--- src/rtl/radix8_booth_mult_seq_pkg.sv ---
// Shared types for the sequential radix-8 Booth multiplier: FSM states,
// partial-product select encoding and the Booth digit decoder.
package booth_pkg;

    typedef enum logic [1:0] {
        IDLE = 2'd0,
        PRE  = 2'd1,
        ITER = 2'd2,
        DONE = 2'd3
    } state_t;

    typedef enum logic [2:0] {
        PP_ZERO = 3'd0,
        PP_1M   = 3'd1,
        PP_2M   = 3'd2,
        PP_3M   = 3'd3,
        PP_4M   = 3'd4
    } pp_sel_t;

    typedef struct packed {
        logic    neg;
        pp_sel_t sel;
    } booth_dig_t;

    function automatic int num_digits(input int width);
        return (width + 3) / 3;
    endfunction

    // t = {y[3i+2], y[3i+1], y[3i], y[3i-1]}; digit = -4*t3 + 2*t2 + t1 + t0
    function automatic booth_dig_t booth_decode(input logic [3:0] t);
        booth_dig_t d;
        d.neg = t[3] & ~(&t);
        case (t)
            4'b0001, 4'b0010, 4'b1101, 4'b1110: d.sel = PP_1M;
            4'b0011, 4'b0100, 4'b1011, 4'b1100: d.sel = PP_2M;
            4'b0101, 4'b0110, 4'b1001, 4'b1010: d.sel = PP_3M;
            4'b0111, 4'b1000:                   d.sel = PP_4M;
            default:                            d.sel = PP_ZERO;
        endcase
        return d;
    endfunction

endpackage

--- src/rtl/radix8_booth_mult_seq_if.sv ---
// Operand/result handshake bundle between the issuing stage, the multiplier
// and the result consumer.
interface radix8_booth_mult_seq_if #(
    parameter int WIDTH = 16
);
    logic                 in_valid;
    logic                 in_ready;
    logic                 op_signed;
    logic [WIDTH-1:0]     multiplicand;
    logic [WIDTH-1:0]     multiplier;
    logic                 out_valid;
    logic                 out_ready;
    logic [2*WIDTH-1:0]   product;

    modport master (
        output in_valid, op_signed, multiplicand, multiplier, out_ready,
        input  in_ready, out_valid, product
    );

    modport slave (
        input  in_valid, op_signed, multiplicand, multiplier, out_ready,
        output in_ready, out_valid, product
    );
endinterface

--- src/rtl/radix8_booth_mult_seq_cla.sv ---
// Carry-look-ahead adder with carry-in; 4-bit groups, group carries formed
// from group generate/propagate terms.
module cla_adder #(
    parameter int W = 35
) (
    input  logic [W-1:0] i_a,
    input  logic [W-1:0] i_b,
    input  logic         i_cin,
    output logic [W-1:0] o_sum
);
    localparam int NG = (W + 3) / 4;

    logic [W-1:0] w_g;
    logic [W-1:0] w_p;

    assign w_g = i_a & i_b;
    assign w_p = i_a ^ i_b;

    always_comb begin
        logic c_grp;
        logic c_bit;
        logic g_grp;
        logic p_grp;
        o_sum = '0;
        c_grp = i_cin;
        c_bit = 1'b0;
        g_grp = 1'b0;
        p_grp = 1'b0;
        for (int k = 0; k < NG; k++) begin
            for (int j = 0; j < 4; j++) begin
                if (4*k + j < W) begin
                    c_bit = c_grp;
                    for (int m = 0; m < j; m++) begin
                        c_bit = w_g[4*k + m] | (w_p[4*k + m] & c_bit);
                    end
                    o_sum[4*k + j] = w_p[4*k + j] ^ c_bit;
                end
            end
            g_grp = 1'b0;
            p_grp = 1'b1;
            for (int j = 0; j < 4; j++) begin
                if (4*k + j < W) begin
                    g_grp = w_g[4*k + j] | (w_p[4*k + j] & g_grp);
                    p_grp = p_grp & w_p[4*k + j];
                end
            end
            c_grp = g_grp | (p_grp & c_grp);
        end
    end
endmodule

--- src/rtl/radix8_booth_mult_seq.sv ---
// Iterative radix-8 Booth multiplier, one digit per cycle on a shared CLA.
// States: IDLE wait for operands | PRE form 3M | ITER accumulate one digit | DONE hold product
module radix8_booth_mult_seq
    import booth_pkg::*;
#(
    parameter int WIDTH = 16
) (
    input  logic clk,
    input  logic rst,
    radix8_booth_mult_seq_if.slave bus
);
    localparam int NDIG = num_digits(WIDTH);
    localparam int AW   = 2*WIDTH + 3;
    localparam int YW   = 3*NDIG + 1;
    localparam int CW   = $clog2(NDIG + 1);

    state_t             r_state, w_next;
    logic [AW-1:0]      r_m, r_m3, r_acc;
    logic [AW-1:0]      w_pp, w_add_a, w_add_b, w_sum;
    logic [YW-1:0]      r_y;
    logic [CW-1:0]      r_cnt;
    logic [2*WIDTH-1:0] r_product;
    logic               w_in_ready, w_accept, w_add_cin, w_last;
    booth_dig_t         w_dig;

    assign w_accept = bus.in_valid && w_in_ready;
    assign w_last   = (r_cnt == '0);
    assign w_dig    = booth_decode(r_y[3:0]);

    always_comb begin
        w_pp = '0;
        case (w_dig.sel)
            PP_1M:   w_pp = r_m;
            PP_2M:   w_pp = r_m << 1;
            PP_3M:   w_pp = r_m3;
            PP_4M:   w_pp = r_m << 2;
            default: w_pp = '0;
        endcase
    end

    // PRE borrows the adder for 3M = 2M + M; ITER uses it to accumulate
    always_comb begin
        w_add_a   = r_acc;
        w_add_b   = w_dig.neg ? ~w_pp : w_pp;
        w_add_cin = w_dig.neg;
        if (r_state == PRE) begin
            w_add_a   = r_m << 1;
            w_add_b   = r_m;
            w_add_cin = 1'b0;
        end
    end

    cla_adder #(.W(AW)) u_cla (
        .i_a   (w_add_a),
        .i_b   (w_add_b),
        .i_cin (w_add_cin),
        .o_sum (w_sum)
    );

    always_comb begin
        w_next     = r_state;
        w_in_ready = 1'b0;
        case (r_state)
            IDLE: begin
                w_in_ready = 1'b1;
                if (bus.in_valid) w_next = PRE;
            end
            PRE:  w_next = ITER;
            ITER: if (w_last) w_next = DONE;
            DONE: begin
                if (bus.out_ready) begin
                    w_in_ready = 1'b1;
                    w_next     = bus.in_valid ? PRE : IDLE;
                end
            end
            default: w_next = IDLE;
        endcase
    end

    // M and 3M shift up by one digit per iteration instead of shifting the partial product
    always_ff @(posedge clk) begin
        if (rst) begin
            r_state   <= IDLE;
            r_m       <= '0;
            r_m3      <= '0;
            r_acc     <= '0;
            r_y       <= '0;
            r_cnt     <= '0;
            r_product <= '0;
        end else begin
            r_state <= w_next;
            if (w_accept) begin
                r_m <= {{(AW-WIDTH){bus.op_signed & bus.multiplicand[WIDTH-1]}}, bus.multiplicand};
                r_y <= {{(YW-1-WIDTH){bus.op_signed & bus.multiplier[WIDTH-1]}}, bus.multiplier, 1'b0};
            end else if (r_state == PRE) begin
                r_m3  <= w_sum;
                r_acc <= '0;
                r_cnt <= CW'(NDIG - 1);
            end else if (r_state == ITER) begin
                r_acc <= w_sum;
                r_m   <= r_m << 3;
                r_m3  <= r_m3 << 3;
                r_y   <= r_y >> 3;
                r_cnt <= r_cnt - CW'(1);
                if (w_last) r_product <= w_sum[2*WIDTH-1:0];
            end
        end
    end

    assign bus.in_ready  = w_in_ready;
    assign bus.out_valid = (r_state == DONE);
    assign bus.product   = r_product;
endmodule

--- src/flat_wrapper.sv ---
// flat-port wrapper written by rule: the top's interface ports become plain ports
module radix8_booth_mult_seq_flat import booth_pkg::*;
#(
    parameter int WIDTH = 16
)
  (clk, rst, bus_in_valid, bus_op_signed, bus_multiplicand, bus_multiplier, bus_out_ready, bus_in_ready, bus_out_valid, bus_product);
  radix8_booth_mult_seq_if #(.WIDTH(WIDTH)) bus_i ();
  input  logic clk;
  input  logic rst;
  input wire logic [$bits(bus_i.in_valid)-1:0] bus_in_valid;
  input wire logic [$bits(bus_i.op_signed)-1:0] bus_op_signed;
  input wire logic [$bits(bus_i.multiplicand)-1:0] bus_multiplicand;
  input wire logic [$bits(bus_i.multiplier)-1:0] bus_multiplier;
  input wire logic [$bits(bus_i.out_ready)-1:0] bus_out_ready;
  output wire logic [$bits(bus_i.in_ready)-1:0] bus_in_ready;
  output wire logic [$bits(bus_i.out_valid)-1:0] bus_out_valid;
  output wire logic [$bits(bus_i.product)-1:0] bus_product;
  assign bus_i.in_valid = bus_in_valid;
  assign bus_i.op_signed = bus_op_signed;
  assign bus_i.multiplicand = bus_multiplicand;
  assign bus_i.multiplier = bus_multiplier;
  assign bus_i.out_ready = bus_out_ready;
  assign bus_in_ready = bus_i.in_ready;
  assign bus_out_valid = bus_i.out_valid;
  assign bus_product = bus_i.product;
  radix8_booth_mult_seq #(.WIDTH(WIDTH)) u_core (.clk(clk), .rst(rst), .bus(bus_i));
endmodule
--- config.mk ---
export PLATFORM = sky130hd
export DESIGN_NAME = radix8_booth_mult_seq_flat
export DESIGN_NICKNAME = d
export VERILOG_FILES = /design/src/rtl/radix8_booth_mult_seq_pkg.sv /design/src/rtl/radix8_booth_mult_seq_if.sv /design/src/rtl/radix8_booth_mult_seq_cla.sv /design/src/rtl/radix8_booth_mult_seq.sv /design/src/flat_wrapper.sv
export SDC_FILE = /design/constraint.sdc
export NUM_CORES = 1
export LEC_CHECK = 0
export BUFFER_PORTS_ARGS = -buffer_cell sky130_fd_sc_hd__buf_2
export CORE_MARGIN = 3
export CORE_UTILIZATION = 55
export CTS_CLUSTER_SIZE = 25
export DETAILED_ROUTE_END_ITERATION = 7
export PLACE_DENSITY = 0.74
export SYNTH_ARGS = -nofsm -noshare
export SYNTH_HDL_FRONTEND = slang
export SYNTH_SLANG_ARGS = --single-unit
--- constraint.sdc ---
create_clock -name clk -period 11.95 [get_ports clk]
set_clock_uncertainty 0.15 [all_clocks]
set_input_delay 0.5975 -clock clk [delete_from_list [all_inputs] [get_ports clk]]
set_output_delay 0.5975 -clock clk [all_outputs]
set_load 0.02 [all_outputs]
After elaboration in Yosys (flattened, before gate mapping)
Memories as Yosys holds them, arrays and structs flattened.
Index checks and enable logic that the tools add are counted.
{ "op_classes": {"add_sub_neg": 1, "eq_ne": 11, "n_mux": 24, "n_bitwise": 184, "n_reduce_logical": 12} }
{ "op_table": {"columns": ["op", "n"], "rows": [
  ["$mux W35", 10],
  ["$pmux W35 S4", 1],
  ["$and A1 B1 Y1", 85],
  ["$or A1 B1 Y1", 58],
  ["$mux W19", 3],
  ["$not A35 Y35", 1],
  ["$xor A1 B1 Y1", 35],
  ["$xor A35 B35 Y35", 1],
  ["$and A34 B34 Y34", 1],
  ["$pmux W2 S4", 1],
  ["$reduce_and A4 Y1", 2],
  ["$eq A3 B2 Y1 const B", 2],
  ["$mux W2", 3],
  ["$mux W3", 2],
  ["$reduce_and A2 Y1", 3],
  ["$eq A2 B2 Y1 const B", 2],
  ["$ne A2 B1 Y1 const B", 2],
  ["$ne A2 B2 Y1 const B", 2],
  ["$reduce_bool A2 Y1", 2],
  ["$eq A3 B1 Y1 const B", 1],
  ["$eq A3 B3 Y1 const B", 1],
  ["$logic_not A3 Y1", 1],
  ["$mux W1", 3],
  ["$not A1 Y1", 3],
  ["other kinds (7)", 7]
]} }
{ "word_totals": {"reg_bits": 161, "mem_bits_ro": 48, "in_bits": 37, "output_inout_bits": 34, "word_cells": 241, "memories": 1} }
{ "mem_list": {"columns": ["memory", "words", "width", "rd", "rd_ports_with_merged_regs", "wr", "line", "text"], "rows": [
  ["(no name shown)", 16, 3, 1, 0, 0, "radix8_booth_mult_seq_pkg.sv:33", "case (t)"]
]} }

Logic depth before layout (Yosys ltp)
An unclocked memory read counts as a cell.
{ "logic_depth": {"ltp_word": 35, "mapped_depth": 27} }

Hierarchy
From an unflattened synthesis, not the netlist that was laid out.
{ "hier_totals": {"hier_cells": 1210, "area_unflattened_um2": 10229.8} }
{ "modules_own_cells": {"columns": ["module", "instances", "cells_each", "area_each_um2"], "rows": [
  ["radix8_booth_mult_seq", 1, 1079, 8842.2],
  ["cla_adder", 1, 131, 1387.6]
]} }

Worst setup path after synthesis
OpenSTA, ideal clock, no wires.
{ "synth_timing": {"path_type": "flip-flop to flip-flop", "startpoint": "register u_core.r_y[0]", "endpoint": "register u_core.r_product[31], in the netlist u_core.bus.product[31]", "arrival_time_ns": 5.510, "required_ns": 11.713, "setup_slack_ns": 6.203, "path_stages_with_launch": 26, "path_buffers": 2, "period_less_slack_ns": 5.747, "cell_sequence": "dfxtp_1 -> inv_1 -> ha_1 -> mux4_2 -> buf_6 -> buf_12 -> mux2_4 -> a222oi_1 -> xnor2_1 -> o21ai_1 -> ha_1 -> a21o_1 -> a21o_1 -> a21oi_1 -> o221ai_1 -> a31o_2 -> o221a_2 -> a221o_1 -> fa_1 -> inv_1 -> fa_1 -> fa_1 -> xnor2_1 -> xnor2_1 -> mux2i_1 -> o31ai_1"} }
{ "synth_between": {"elab_chain_cells": 33, "word_cells_on_any_way": 99, "classes_between": "4 x eq/ne; 4 x mux; 89 x bitwise; 1 x reduce/logical; 1 x memory"} }
{ "synth_lines": {"columns": ["element", "line", "text"], "rows": [
  ["start: declaration", "radix8_booth_mult_seq.sv:20", "logic [YW-1:0] r_y;"],
  ["start signal: assignment", "radix8_booth_mult_seq.sv:94", "r_y <= {{(YW-1-WIDTH){bus.op_signed & bus.multiplier[WIDTH-1]}}, bus.multiplier, 1'b0};"],
  ["start signal: assignment", "radix8_booth_mult_seq.sv:103", "r_y <= r_y >> 3;"],
  ["$mem_v2 Z16 W3", null, null],
  ["$eq A3 B3 Y1 (tied with other cells)", "radix8_booth_mult_seq.sv:32", "case (w_dig.sel)"],
  ["$pmux W35 S4", "radix8_booth_mult_seq.sv:32", null],
  ["$not A35 Y35", "radix8_booth_mult_seq.sv:44", "w_add_b = w_dig.neg ? ~w_pp : w_pp;"],
  ["$mux W35", "radix8_booth_mult_seq.sv:44", null],
  ["$mux W35", "radix8_booth_mult_seq.sv:46", "if (r_state == PRE) begin"],
  ["$xor A35 B35 Y35 or $and A34 B34 Y34 (tied branches)", "radix8_booth_mult_seq_cla.sv:17, radix8_booth_mult_seq_cla.sv:16", null],
  ["$and A1 B1 Y1", "radix8_booth_mult_seq_cla.sv:43", "g_grp = w_g[4*k + j] | (w_p[4*k + j] & g_grp);"],
  ["[... 17 more ...]", null, null],
  ["$or A1 B1 Y1", "radix8_booth_mult_seq_cla.sv:47", "c_grp = g_grp | (p_grp & c_grp);"],
  ["$and A1 B1 Y1", "radix8_booth_mult_seq_cla.sv:34", "c_bit = w_g[4*k + m] | (w_p[4*k + m] & c_bit);"],
  ["$or A1 B1 Y1", "radix8_booth_mult_seq_cla.sv:34", null],
  ["$and A1 B1 Y1", "radix8_booth_mult_seq_cla.sv:34", null],
  ["$or A1 B1 Y1", "radix8_booth_mult_seq_cla.sv:34", null],
  ["$and A1 B1 Y1", "radix8_booth_mult_seq_cla.sv:34", null],
  ["$or A1 B1 Y1", "radix8_booth_mult_seq_cla.sv:34", null],
  ["$xor A1 B1 Y1 (*)", "radix8_booth_mult_seq_cla.sv:36", "o_sum[4*k + j] = w_p[4*k + j] ^ c_bit;"],
  ["end signal: assignment", "radix8_booth_mult_seq.sv:105", "if (w_last) r_product <= w_sum[2*WIDTH-1:0];"],
  ["end: declaration", "radix8_booth_mult_seq.sv:22", "logic [2*WIDTH-1:0] r_product;"]
]} }
Mark *: on every way between the ends. The rest lies on a longest branch, timed or not.
A chain may end at the register's enable or synchronous reset.

Worst setup path in the final report
{ "layout_timing": {"startpoint": "register u_core.r_y[0]", "endpoint": "register u_core.r_acc[31]"} }
{ "layout_between": {"elab_chain_cells": 35, "word_cells_on_any_way": 101, "classes_between": "4 x eq/ne; 6 x mux; 89 x bitwise; 1 x reduce/logical; 1 x memory"} }
{ "layout_lines": {"columns": ["element", "line", "text"], "rows": [
  ["$mem_v2 Z16 W3", null, null],
  ["$eq A3 B3 Y1 (tied with other cells)", "radix8_booth_mult_seq.sv:32", null],
  ["$pmux W35 S4", "radix8_booth_mult_seq.sv:32", null],
  ["$not A35 Y35", "radix8_booth_mult_seq.sv:44", null],
  ["$mux W35", "radix8_booth_mult_seq.sv:44", null],
  ["$mux W35", "radix8_booth_mult_seq.sv:46", null],
  ["$xor A35 B35 Y35 or $and A34 B34 Y34 (tied branches)", "radix8_booth_mult_seq_cla.sv:17, radix8_booth_mult_seq_cla.sv:16", null],
  ["$and A1 B1 Y1", "radix8_booth_mult_seq_cla.sv:43", null],
  ["[... 19 more ...]", null, null],
  ["$or A1 B1 Y1", "radix8_booth_mult_seq_cla.sv:34", null],
  ["$and A1 B1 Y1", "radix8_booth_mult_seq_cla.sv:34", null],
  ["$or A1 B1 Y1", "radix8_booth_mult_seq_cla.sv:34", null],
  ["$and A1 B1 Y1", "radix8_booth_mult_seq_cla.sv:34", null],
  ["$or A1 B1 Y1", "radix8_booth_mult_seq_cla.sv:34", null],
  ["$xor A1 B1 Y1 (*)", "radix8_booth_mult_seq_cla.sv:36", null],
  ["$mux W35 (*)", "radix8_booth_mult_seq.sv:99", "end else if (r_state == ITER) begin"],
  ["$mux W35 (*)", "radix8_booth_mult_seq.sv:95", "end else if (r_state == PRE) begin"],
  ["end signal: assignment", "radix8_booth_mult_seq.sv:100", "r_acc <= w_sum;"],
  ["end: declaration", "radix8_booth_mult_seq.sv:18", "logic [AW-1:0] r_m, r_m3, r_acc;"]
]} }
Mark *: on every way between the ends. The rest lies on a longest branch, timed or not. The select of a mux whose other input is x is not followed.

==> flow_summary.json <==
{
  "hp-class": "in -> reg",
  "grt_max_degree": 81,
  "crit_path_start_kind": "flop",
  "avgViaCountPerCell": 5.97,
  "hold_violations": 0,
  "synth_nets": 1201,
  "cts_htree_levels": 4,
  "vdd_drop_max_v": 0.000199,
  "drtAntennaViolNets": 0,
  "first_global_vias": 7436,
  "drive_gt1_share_pct": 14.3,
  "die-area_mm2": 0.0182,
  "synthTopCellsByArea": "dfxtp_1, nand2_1, nor2_1, ha_1, fa_1",
  "routedWlPerCell_um": 17.2,
  "cts_setup_buffers": 0,
  "yosysUniqueCellTypes": 55,
  "worstPathRequired_ns": 12.13,
  "cts_sinks": 151,
  "final_cell_mix": "dfxtp_1, nand2_1, nor2_1",
  "drc": 5,
  "area_growth_pct": 10.3,
  "tns_ns": 0,
  "rsz0062_at_grt": "false",
  "p_leak_nw": 4.02,
  "cts.reportedPaths.clkPinSlew_ns": 0.06,
  "first_iter_violations": 769,
  "io_pins": 71,
  "synth_edf_count": 0,
  "setup_viol": 0,
  "final_max_slew_viol_count": 0,
  "synthCells": 1100,
  "clock_latency_ns": 0.43,
  "yosysTopAreaCellShare_pct": 33.1,
  "start_util_pct": 56.8,
  "regArea_mm2": 0.00302,
  "crit_type": "reg -> reg",
  "antenna_found_initial": 0,
  "first_pass_iters": 8,
  "whs_ns": 0.263,
  "clock.fmax_mhz": 152,
  "worstPathArrival_ns": 6.75,
  "avgSynthCellArea_um2": 8.30,
  "cts_buffer_depth": 2,
  "period_minus_slack_ns": 6.57,
  "cts_tree": "done",
  "powerDensity_mw_per_mm2": 333,
  "post-route-period-util_pct": 55.0,
  "synth_warnings": 0,
  "fillers": 1436,
  "yosysSeqAreaShare_pct": 33.1,
  "grt_overflow": 0,
  "status": "finished with violations",
  "synth_flop_cell": "dfxtp_1",
  "max-slew-margin-rel_pct": 25.5,
  "place.gp.congestion": 0.887,
  "violations": "design-rule violations",
  "end_kind": "flop",
  "nets": 1212,
  "track_usage_pct": 26.1,
  "rrSetupSlack_ns": 5.38,
  "finalPower_mw": 3.36,
  "worst_pin_slew_ns": 1.11,
  "syn_area_mm2": 0.00913,
  "path_max_fanout": 19,
  "cts.repair.resized": 0,
  "port_buffers": 70,
  "grt_first_pass_wirelength_um": 38500,
  "wl_um": 23100,
  "die_h_um": 135,
  "dpl.hpwl_um": 15400,
  "multi_input_area_mm2": 0.00559,
  "yosys.area.top_type": "dfxtp_1",
  "drv_cap": 0,
  "synthArstFlopShare_pct": 0,
  "cts_inserted_buffers": 17,
  "core.rowCount": 46,
  "clock-root-buffer": "clkbuf_16",
  "vias": 7996,
  "ctsHoldBuffers": 0,
  "die_w_um": 135,
  "ys_seq_elements": 151,
  "diodes": 0,
  "core_area_mm2": 0.0161,
  "layout.cells.most_common": "dfxtp_1"
}
per-stage QoR:
step	instance area, um2	worst slack, ns	cells	util, %
after CTS	10100	5.40	1339	62.7
after detailed placement	9500	5.45	1308	59.1
after global placement	9500	5.66	1308	59.1
final	10100	5.38	1339	62.7
after global routing	10100	5.05	1339	62.7
after floorplan	9130	6.20	1100	-
synth_stat cells (3+ instances only):
cell / n
buf_1: 13
o31ai_1: 3
mux2i_1: 39
fa_1: 24
a21oi_1: 81
xnor2_1: 36
a211oi_1: 56
o21ai_0: 37
nor3_1: 16
nand4_1: 4
nand2_1: 150
a31o_2: 3
nor2_1: 137
a21o_1: 12
a221oi_1: 14
nand3_1: 27
a311oi_1: 13
a22oi_1: 8
clkbuf_1: 70
a222oi_1: 26
mux2_2: 14
a31oi_1: 4
ha_1: 40
nor2b_1: 4
dfxtp_1: 151
inv_1: 42
mux2_4: 18
o21ai_1: 18
buf_2: 6
registers in the layout, indices dropped and copies added, names as in the netlist:
signal / count
u_core.bus.product: 32
u_core.r_acc: 32
u_core.r_cnt: 3
u_core.r_m: 32
u_core.r_m3: 32
u_core.r_state: 2
u_core.r_y: 18
kinds of logic after synthesis:
group	after synthesis	share of synthesized area, %
AND/OR/NAND/NOR	350	15.7
multiplexers	72	9.21
buffers and inverters	134	6.03
AO/OA/AOI/OAI	292	21.7
adder cells (fa/ha/maj)	64	10.8
XOR/XNOR	37	3.55
flip-flops	151	33.1
per-layer routing:
layer  share of wire (%)  track usage (%)  vias to the layer above  wire length, um
li1                    -                -                     3922                -
met2                  43             39.0                      284            10000
met5                   0                0                        -                0
met3                 8.0             5.74                       28             1850
met4                 1.4             6.62                        0              322
met1                  47             38.3                     3762            10900
critical path: stages (launching register included):
cell and delay, ns:
dfxtp_1 0.37, inv_1 0.08, ha_1 0.25, mux4_2 0.75, buf_4 0.35, mux2_4 0.34, a222oi_1 0.42, xnor2_1 0.14
o21ai_1 0.26, ha_1 0.30, a21o_1 0.18, a21o_1 0.17, a21oi_1 0.14, o221ai_1 0.12, a31o_2 0.26, o221a_2 0.27
a221o_1 0.35, fa_1 0.41, inv_1 0.08, fa_1 0.20, fa_1 0.23, xnor2_1 0.16, xnor2_1 0.16, mux2i_1 0.12
o31ai_1 0.20
path summary, 6_finish.rpt:
check,from,endpoint,cells past startpoint
max,u_core.r_y[0],u_core.r_acc[31],24
min,bus_multiplicand[1],u_core.r_m[1],3
max reg2reg,u_core.r_y[0],u_core.r_acc[31],24
min reg2reg,u_core.bus.product[25],u_core.bus.product[25],2
area by class of cell:
cell class | instances | share of cell area (%)
multi-input combinational | 815 | 55.5
sequential | 151 | 30.0
timing repair buffer | 84 | 4.55
clock buffer | 20 | 4.44
tap | 216 | 2.68
inverter | 42 | 1.57
clock inverter | 11 | 1.23
power by group:
part / internal (mW) / switching [mW]
logic: 0.740 / 1.22
clock network: 0.312 / 0.213
registers: 0.680 / 0.191
Power figures use the tool's default switching activity.
